`config.mk`:
```
export PLATFORM = sky130hd
export DESIGN_NAME = mc_ctrl
export DESIGN_NICKNAME = d
export VERILOG_FILES = /design/src/rtl/mc_ctrl.sv
export SDC_FILE = /design/constraint.sdc
export NUM_CORES = 1
export LEC_CHECK = 0
export CAP_MARGIN = 5
export CORE_MARGIN = 3
export CORE_UTILIZATION = 40
export CTS_CLUSTER_DIAMETER = 30
export DETAILED_ROUTE_END_ITERATION = 10
export PLACE_DENSITY = 0.73
export SLEW_MARGIN = 20
export SYNTH_ARGS = -nofsm -noshare
export SYNTH_HDL_FRONTEND = slang
export SYNTH_SLANG_ARGS = --single-unit
```
`constraint.sdc`:
```
create_clock -name clk -period 6.3 [get_ports clk]
set_input_delay 0.63 -clock clk [delete_from_list [all_inputs] [get_ports clk]]
set_output_delay 0.63 -clock clk [all_outputs]
set_load 0.05 [all_outputs]
```
`src/rtl/mc_ctrl.sv`:
```
// Multi-cycle MIPS-subset control unit: fetch/decode/execute FSM with a memory stall
// watchdog, sticky error state and retired-instruction counter.
module mc_ctrl #(
  parameter int unsigned STALL_MAX = 8
) (
  input  logic        clk,
  input  logic        reset,
  input  logic [5:0]  opcode,
  input  logic [5:0]  funct,
  input  logic        zero,
  input  logic        mem_ready,
  output logic        pc_we,
  output logic        ir_we,
  output logic        aluout_we,
  output logic        reg_we,
  output logic        mem_re,
  output logic        mem_we,
  output logic        iord,
  output logic        alu_src_a,
  output logic [1:0]  alu_src_b,
  output logic        ext_op,
  output logic [2:0]  alu_op,
  output logic [1:0]  pc_src,
  output logic        reg_dst,
  output logic        mem_to_reg,
  output logic [2:0]  state,
  output logic        err,
  output logic        instr_done,
  output logic [31:0] retired
);

  localparam int unsigned CNT_W = (STALL_MAX > 1) ? $clog2(STALL_MAX) : 1;

  localparam logic [5:0] OP_R   = 6'h00;
  localparam logic [5:0] OP_LW  = 6'h23;
  localparam logic [5:0] OP_SW  = 6'h2B;
  localparam logic [5:0] OP_BEQ = 6'h04;
  localparam logic [5:0] OP_ORI = 6'h0D;
  localparam logic [5:0] OP_LUI = 6'h0F;
  localparam logic [5:0] OP_J   = 6'h02;

  localparam logic [5:0] FN_ADDU = 6'h21;
  localparam logic [5:0] FN_SUBU = 6'h23;
  localparam logic [5:0] FN_AND  = 6'h24;
  localparam logic [5:0] FN_OR   = 6'h25;
  localparam logic [5:0] FN_SLT  = 6'h2A;

  localparam logic [2:0] ALU_ADD = 3'b000;
  localparam logic [2:0] ALU_SUB = 3'b001;
  localparam logic [2:0] ALU_AND = 3'b010;
  localparam logic [2:0] ALU_OR  = 3'b011;
  localparam logic [2:0] ALU_SLT = 3'b100;
  localparam logic [2:0] ALU_LUI = 3'b101;

  typedef enum logic [2:0] {
    S_IF  = 3'd0,
    S_ID  = 3'd1,
    S_EX  = 3'd2,
    S_MEM = 3'd3,
    S_WB  = 3'd4,
    S_ERR = 3'd7
  } state_e;

  state_e           state_q, state_d;
  logic [CNT_W-1:0] wait_q, wait_d;
  logic             err_q, err_d;
  logic [31:0]      retired_q, retired_d;
  logic             funct_ok, op_ok, stall_to;
  logic [2:0]       r_alu_op;

  // R-type funct decode
  always_comb begin
    funct_ok = 1'b1;
    r_alu_op = ALU_ADD;
    case (funct)
      FN_ADDU: r_alu_op = ALU_ADD;
      FN_SUBU: r_alu_op = ALU_SUB;
      FN_AND:  r_alu_op = ALU_AND;
      FN_OR:   r_alu_op = ALU_OR;
      FN_SLT:  r_alu_op = ALU_SLT;
      default: funct_ok = 1'b0;
    endcase
  end

  // Supported-instruction check used at decode
  always_comb begin
    op_ok = 1'b0;
    case (opcode)
      OP_R:                                       op_ok = funct_ok;
      OP_LW, OP_SW, OP_BEQ, OP_ORI, OP_LUI, OP_J: op_ok = 1'b1;
      default:                                    op_ok = 1'b0;
    endcase
  end

  // Timeout fires on the last allowed wait cycle unless the access completes in it
  assign stall_to = !mem_ready && (wait_q == CNT_W'(STALL_MAX - 1));

  // Next-state, control outputs and counter updates
  always_comb begin
    state_d    = state_q;
    pc_we      = 1'b0;
    ir_we      = 1'b0;
    aluout_we  = 1'b0;
    reg_we     = 1'b0;
    mem_re     = 1'b0;
    mem_we     = 1'b0;
    iord       = 1'b0;
    alu_src_a  = 1'b0;
    alu_src_b  = 2'd0;
    ext_op     = 1'b0;
    alu_op     = ALU_ADD;
    pc_src     = 2'd0;
    reg_dst    = 1'b0;
    mem_to_reg = 1'b0;
    instr_done = 1'b0;

    case (state_q)
      S_IF: begin
        mem_re    = 1'b1;
        alu_src_b = 2'd1;
        if (mem_ready) begin
          ir_we   = 1'b1;
          pc_we   = 1'b1;
          state_d = S_ID;
        end else if (stall_to) begin
          state_d = S_ERR;
        end
      end
      S_ID: begin
        alu_src_b = 2'd2;
        ext_op    = 1'b1;
        aluout_we = 1'b1;
        state_d   = op_ok ? S_EX : S_ERR;
      end
      S_EX: begin
        state_d = S_WB;
        case (opcode)
          OP_R: begin
            alu_src_a = 1'b1;
            alu_op    = r_alu_op;
            aluout_we = 1'b1;
            if (!funct_ok) state_d = S_ERR;
          end
          OP_LW, OP_SW: begin
            alu_src_a = 1'b1;
            alu_src_b = 2'd3;
            ext_op    = 1'b1;
            aluout_we = 1'b1;
            state_d   = S_MEM;
          end
          OP_ORI: begin
            alu_src_b = 2'd3;
            alu_op    = ALU_OR;
            aluout_we = 1'b1;
          end
          OP_LUI: begin
            alu_src_b = 2'd3;
            alu_op    = ALU_LUI;
            aluout_we = 1'b1;
          end
          OP_BEQ: begin
            alu_src_a  = 1'b1;
            alu_op     = ALU_SUB;
            pc_src     = 2'd1;
            pc_we      = zero;
            instr_done = 1'b1;
            state_d    = S_IF;
          end
          OP_J: begin
            pc_src     = 2'd2;
            pc_we      = 1'b1;
            instr_done = 1'b1;
            state_d    = S_IF;
          end
          default: state_d = S_ERR;
        endcase
      end
      S_MEM: begin
        iord = 1'b1;
        if (opcode == OP_LW) begin
          mem_re = 1'b1;
          if (mem_ready)     state_d = S_WB;
          else if (stall_to) state_d = S_ERR;
        end else if (opcode == OP_SW) begin
          mem_we = 1'b1;
          if (mem_ready) begin
            instr_done = 1'b1;
            state_d    = S_IF;
          end else if (stall_to) begin
            state_d = S_ERR;
          end
        end else begin
          state_d = S_ERR;
        end
      end
      S_WB: begin
        reg_we     = 1'b1;
        reg_dst    = (opcode == OP_R);
        mem_to_reg = (opcode == OP_LW);
        instr_done = 1'b1;
        state_d    = S_IF;
      end
      default: state_d = S_ERR;
    endcase

    // Reset held low aborts any in-flight access immediately
    if (!reset) begin
      pc_we      = 1'b0;
      ir_we      = 1'b0;
      aluout_we  = 1'b0;
      reg_we     = 1'b0;
      mem_re     = 1'b0;
      mem_we     = 1'b0;
      instr_done = 1'b0;
    end

    if ((state_q == S_IF || state_q == S_MEM) && !mem_ready && (state_d == state_q))
      wait_d = wait_q + CNT_W'(1);
    else
      wait_d = '0;

    err_d     = (state_d == S_ERR);
    retired_d = instr_done ? retired_q + 32'd1 : retired_q;
  end

  always_ff @(posedge clk) begin
    if (!reset) begin
      state_q   <= S_IF;
      wait_q    <= '0;
      err_q     <= 1'b0;
      retired_q <= 32'd0;
    end else begin
      state_q   <= state_d;
      wait_q    <= wait_d;
      err_q     <= err_d;
      retired_q <= retired_d;
    end
  end

  assign state   = 3'(state_q);
  assign err     = err_q;
  assign retired = retired_q;

endmodule
```
**After elaboration in Yosys (flattened, before gate mapping)**

Cells that the tools add are included.

- Register bits: 39
- Output and inout port bits: 55

- Eq/ne operators: 18
- $add $sub $neg: 2
- Reduce and logical (&&, ||, !) cells: 16
- Mux-type cells: 49

Operator list:

| operator | count |
|---|---|
| 6-bit == test, second input constant | 7 |
| 3-bit one-hot mux with 4 select lines | 3 |
| 32-bit by 1-bit adder with 32-bit output, second input constant | 1 |
| 1-bit two-way mux | 25 |
| 3-bit two-way mux | 8 |
| 3-bit one-hot mux with 5 select lines | 1 |
| 6-bit by 4-bit == test with 1-bit output, second input constant | 2 |
| 1-bit one-hot mux with 2 select lines | 6 |
| 5-bit OR reduction | 2 |
| 3-bit == test, second input constant | 3 |
| 4-bit OR reduction | 2 |
| 3-bit by 2-bit == test with 1-bit output, second input constant | 2 |
| 6-bit by 2-bit == test with 1-bit output, second input constant | 1 |
| 6-bit by 3-bit == test with 1-bit output, second input constant | 1 |
| 6-bit zero test | 1 |
| 2-bit two-way mux | 3 |
| 2-bit one-hot mux with 3 select lines | 1 |
| 2-bit OR reduction | 3 |
| 6-bit OR reduction | 1 |
| 2-bit one-hot mux with 2 select lines | 1 |
| 3-bit by 1-bit adder with 3-bit output, second input constant | 1 |
| 3-bit by 1-bit == test with 1-bit output, second input constant | 1 |
| 3-bit == test | 1 |
| 1-bit logical AND | 3 |
| 5 further kinds | 5 |

**Longest topological paths before layout**

- Word-level depth: 10
- Gate-level depth with buffers: 8
- Gate-level depth less buffers: 8

**Worst setup path after synthesis**

Ideal clock, no wire load.

- Path kind: in2out
- Start point: in opcode[1]
- End point: out aluout_we
- Required time: 5.670 ns
- Setup slack: 2.031 ns
- Arrival time: 3.639 ns
- Stages: 7
- Cell sequence: clkbuf_1 > nor4bb_1 > nand2_1 > or3_1 > a21oi_1 > o21bai_1 > o21a_1

- Cells in the longest elaborated chain, start to end: 5
- Elaborated cells between the ends (all ways): 9

RTL lines:

| item | line | RTL |
|---|---|---|
| start: declaration | 8 | `input logic [5:0] opcode,` |
| 6-bit == test, or another cell as far along | 137 | `case (opcode)` |
| 5-bit OR reduction (no source line) (*) | -- |  |
| 1-bit two-way mux (*) | 137 |  |
| 1-bit one-hot mux with 2 select lines (*) | 117 | `case (state_q)` |
| 1-bit two-way mux (*) | 207 | `if (!reset) begin` |
| end: declaration | 14 | `output logic aluout_we,` |

Every way passes the cells marked *; elsewhere a longest branch is shown, timed or not.

**Worst setup path after layout**

- Start point: in opcode[2]
- End point: out aluout_we

Same word-level chain as after synthesis.

==> results.json <==
{
  "netlist_area_um2": 2240,
  "setup_viol": 0,
  "critPathMaxFanout": 8,
  "power.leakage_uw": 0.00103,
  "p_per_area_nw_per_um2": 195,
  "cts_resized": 0,
  "synth_top_family_by_area": "simple AND/OR/NAND/NOR gates",
  "min_path_type": "flip-flop to flip-flop",
  "irDropWorstVdd_mv": 0.140,
  "area_growth_pct": 36.9,
  "synth-edff-count": 0,
  "grt_max_degree": 29,
  "fin_crit_sh": 0.677,
  "gp_congestion": 0.884,
  "antenna_cells": 0,
  "synth_seq_cells": 39,
  "htree_levels": 2,
  "fin_crit_ns": 4.26,
  "postRouteAntennaNets": 0,
  "dp_hpwl_um": 4190,
  "max_freq_mhz": 235,
  "layout-drive-gt1-share": 0.0431,
  "hold-worst-slack_ns": 0.421,
  "synth_xor_area_frac": 0.102,
  "worst_slew_pin_slew_ns": 0.781,
  "finalSetupTns_ns": 0,
  "yosysWarningCount": 0,
  "io_pins": 71,
  "cts.path.max_buffers": 2,
  "drt-total-wl_um": 5670,
  "place_area_um2": 2990,
  "synth-compound-area-share": 0.136,
  "drt_iter0_markers": 170,
  "synth-main-ff-cell": "dfxtp_1",
  "critPathCaptureType": "output pin",
  "post-route-util": 0.583,
  "initial_utilization": 0.425,
  "final_cell_area_um2": 3070,
  "status": "complete, no violations",
  "synthTopCellsByArea": "dfxtp_1 (35%), xnor2_1 (5.9%), nor2_1 (5.4%), xor2_1 (4.3%), nor3_1 (3.8%)",
  "postSynthCellCount": 282,
  "grt_use_total": 0.186,
  "seq_area_frac_synth": 0.348,
  "numClockSinks": 39,
  "via_count": 2258,
  "yosysUniqueCellTypes": 44,
  "clock_latency_ns": 0.29,
  "hold_viol": 0,
  "clk_pin_slew_ns": 0.07,
  "antenna_found_initial": 0,
  "drc": 0,
  "synthMuxAreaShare": 0.00893,
  "syn_nets": 301,
  "cp.arrival_ns": 3.63,
  "critPathKind": "input pin to output pin",
  "synth_most_common_cell": "dfxtp_1",
  "slew_headroom": 0.480,
  "post-cts-setup-buffers": 0,
  "synth_top_area_cell": "dfxtp_1",
  "die_w_um": 80.9,
  "die_y_um": 80.9,
  "grt-ovfl-total": 0,
  "synth_top_area_frac": 0.348,
  "synth-simple-area-share": 0.357,
  "grt_pass1_wl_um": 9500,
  "cts_made_buffers": 5,
  "clock-root-buffer": "clkbuf_8",
  "maxCapViolCount": 0,
  "yosys.area_share.adder": 0.0167,
  "fin_nets": 366,
  "maxSlewViolCount": 0,
  "port_buffers": 70,
  "via_per_inst": 5.40,
  "critPathLaunchType": "input pin",
  "dr.pass1.iters": 4,
  "rsz0062_at_grt": "no",
  "cts_tree": "built",
  "rows": 26,
  "worstPathRequired_ns": 5.67,
  "wire_per_inst_um": 13.6,
  "die-area_um2": 6540,
  "finalClockSkew_ns": 0.00605,
  "ys_top_cells_by_count": "dfxtp_1 (39), nor2_1 (32), nand2_1 (22)",
  "rrSetupSlack_ns": 3.37,
  "hold_buffers": 0,
  "avgSynthCellArea_um2": 7.95,
  "core_um2": 5270,
  "grt_pass1_vias": 1970,
  "synthArstFlopShare": 0
}
## worst max-delay path, stage by stage
cell	delay, ns
clkdlybuf4s50_1	0.55
nor4bb_1	0.54
nand2_1	0.25
or3_1	0.36
a21oi_1	0.17
o21bai_1	0.18
o21a_1	0.16
clkdlybuf4s50_1	0.79
## layout make-up
cell class                      count  area, um2
Tap cell                           70       87.6
Clock inverter                      1       5.00
Fill cell                         511       2200
Sequential cell                    39        781
Timing Repair Buffer               71        708
Clock buffer                        7       76.3
Inverter                            6       22.5
Multi-Input combinational cell    224       1390
## flip-flops by register name, summed over array words and instances, names as in the netlist
| register | flops |
|---|---|
| state | 3 |
| retired | 32 |
| err | 1 |
| wait_q | 3 |
## where the power goes
part / internal [uW] / leakage (uW) / switching [uW]
Combinational: 61.4 / 0.000671 / 105
Sequential: 253 / 0.000315 / 15.0
Clock: 77.7 / 0.0000422 / 85.8
## kinds of logic after synthesis
group / Yosys count
muxes: 2
adders and majority gates: 3
xor gates and xnor gates: 26
buffers and inverters: 19
AOI/OAI and AO/OA: 46
DFF: 39
and+or+nand+nor: 147
## metrics by stage
step	setup slack, ns	instances	total power [uW]
floorplan	2.03	282	385
global placement	2.15	410	439
detailed placement	2.09	410	440
CTS	2.08	418	601
global route	1.83	418	630
finish	2.04	418	598
## routing by layer
layer / global-route usage / vias to the layer above / share of wire
li1: - / 1131 / -
met1: 0.251 / 1047 / 0.46
met2: 0.287 / 75 / 0.45
met3: 0.0588 / 5 / 0.078
met4: 0.0507 / 0 / 0.011
met5: 0 / - / 0
## layout by cell type (no fill, tap or decap), drive strengths merged, types with 3 or more instances in the layout
master / synthesis / routed
nand2b: 3 / 3
and4: 7 / 7
nand2: 22 / 22
and3: 3 / 3
nor4: 4 / 4
clkbuf: 12 / 7
or3: 5 / 5
nand4: 6 / 6
nor2b: 4 / 4
clkdlybuf4s50: 0 / 70
dfxtp: 39 / 39
nor3b: 5 / 5
ha: 3 / 3
or2: 3 / 3
and2: 10 / 10
nand3: 16 / 16
o21ai: 7 / 7
a21oi: 13 / 13
a211oi: 3 / 3
nor2: 32 / 32
xor2: 11 / 11
nor3: 17 / 17
inv: 5 / 5
xnor2: 15 / 15
o21a: 11 / 11
## path summary, 6_finish.rpt
path	end	startpoint	cells past startpoint
worst max-delay path	aluout_we	opcode[2]	8
worst min-delay path	wait_q[0]	wait_q[0]	1
worst max register to register	retired[29]	state[1]	6
worst min register to register	wait_q[0]	wait_q[0]	1
Power figures use the tool's default switching activity.
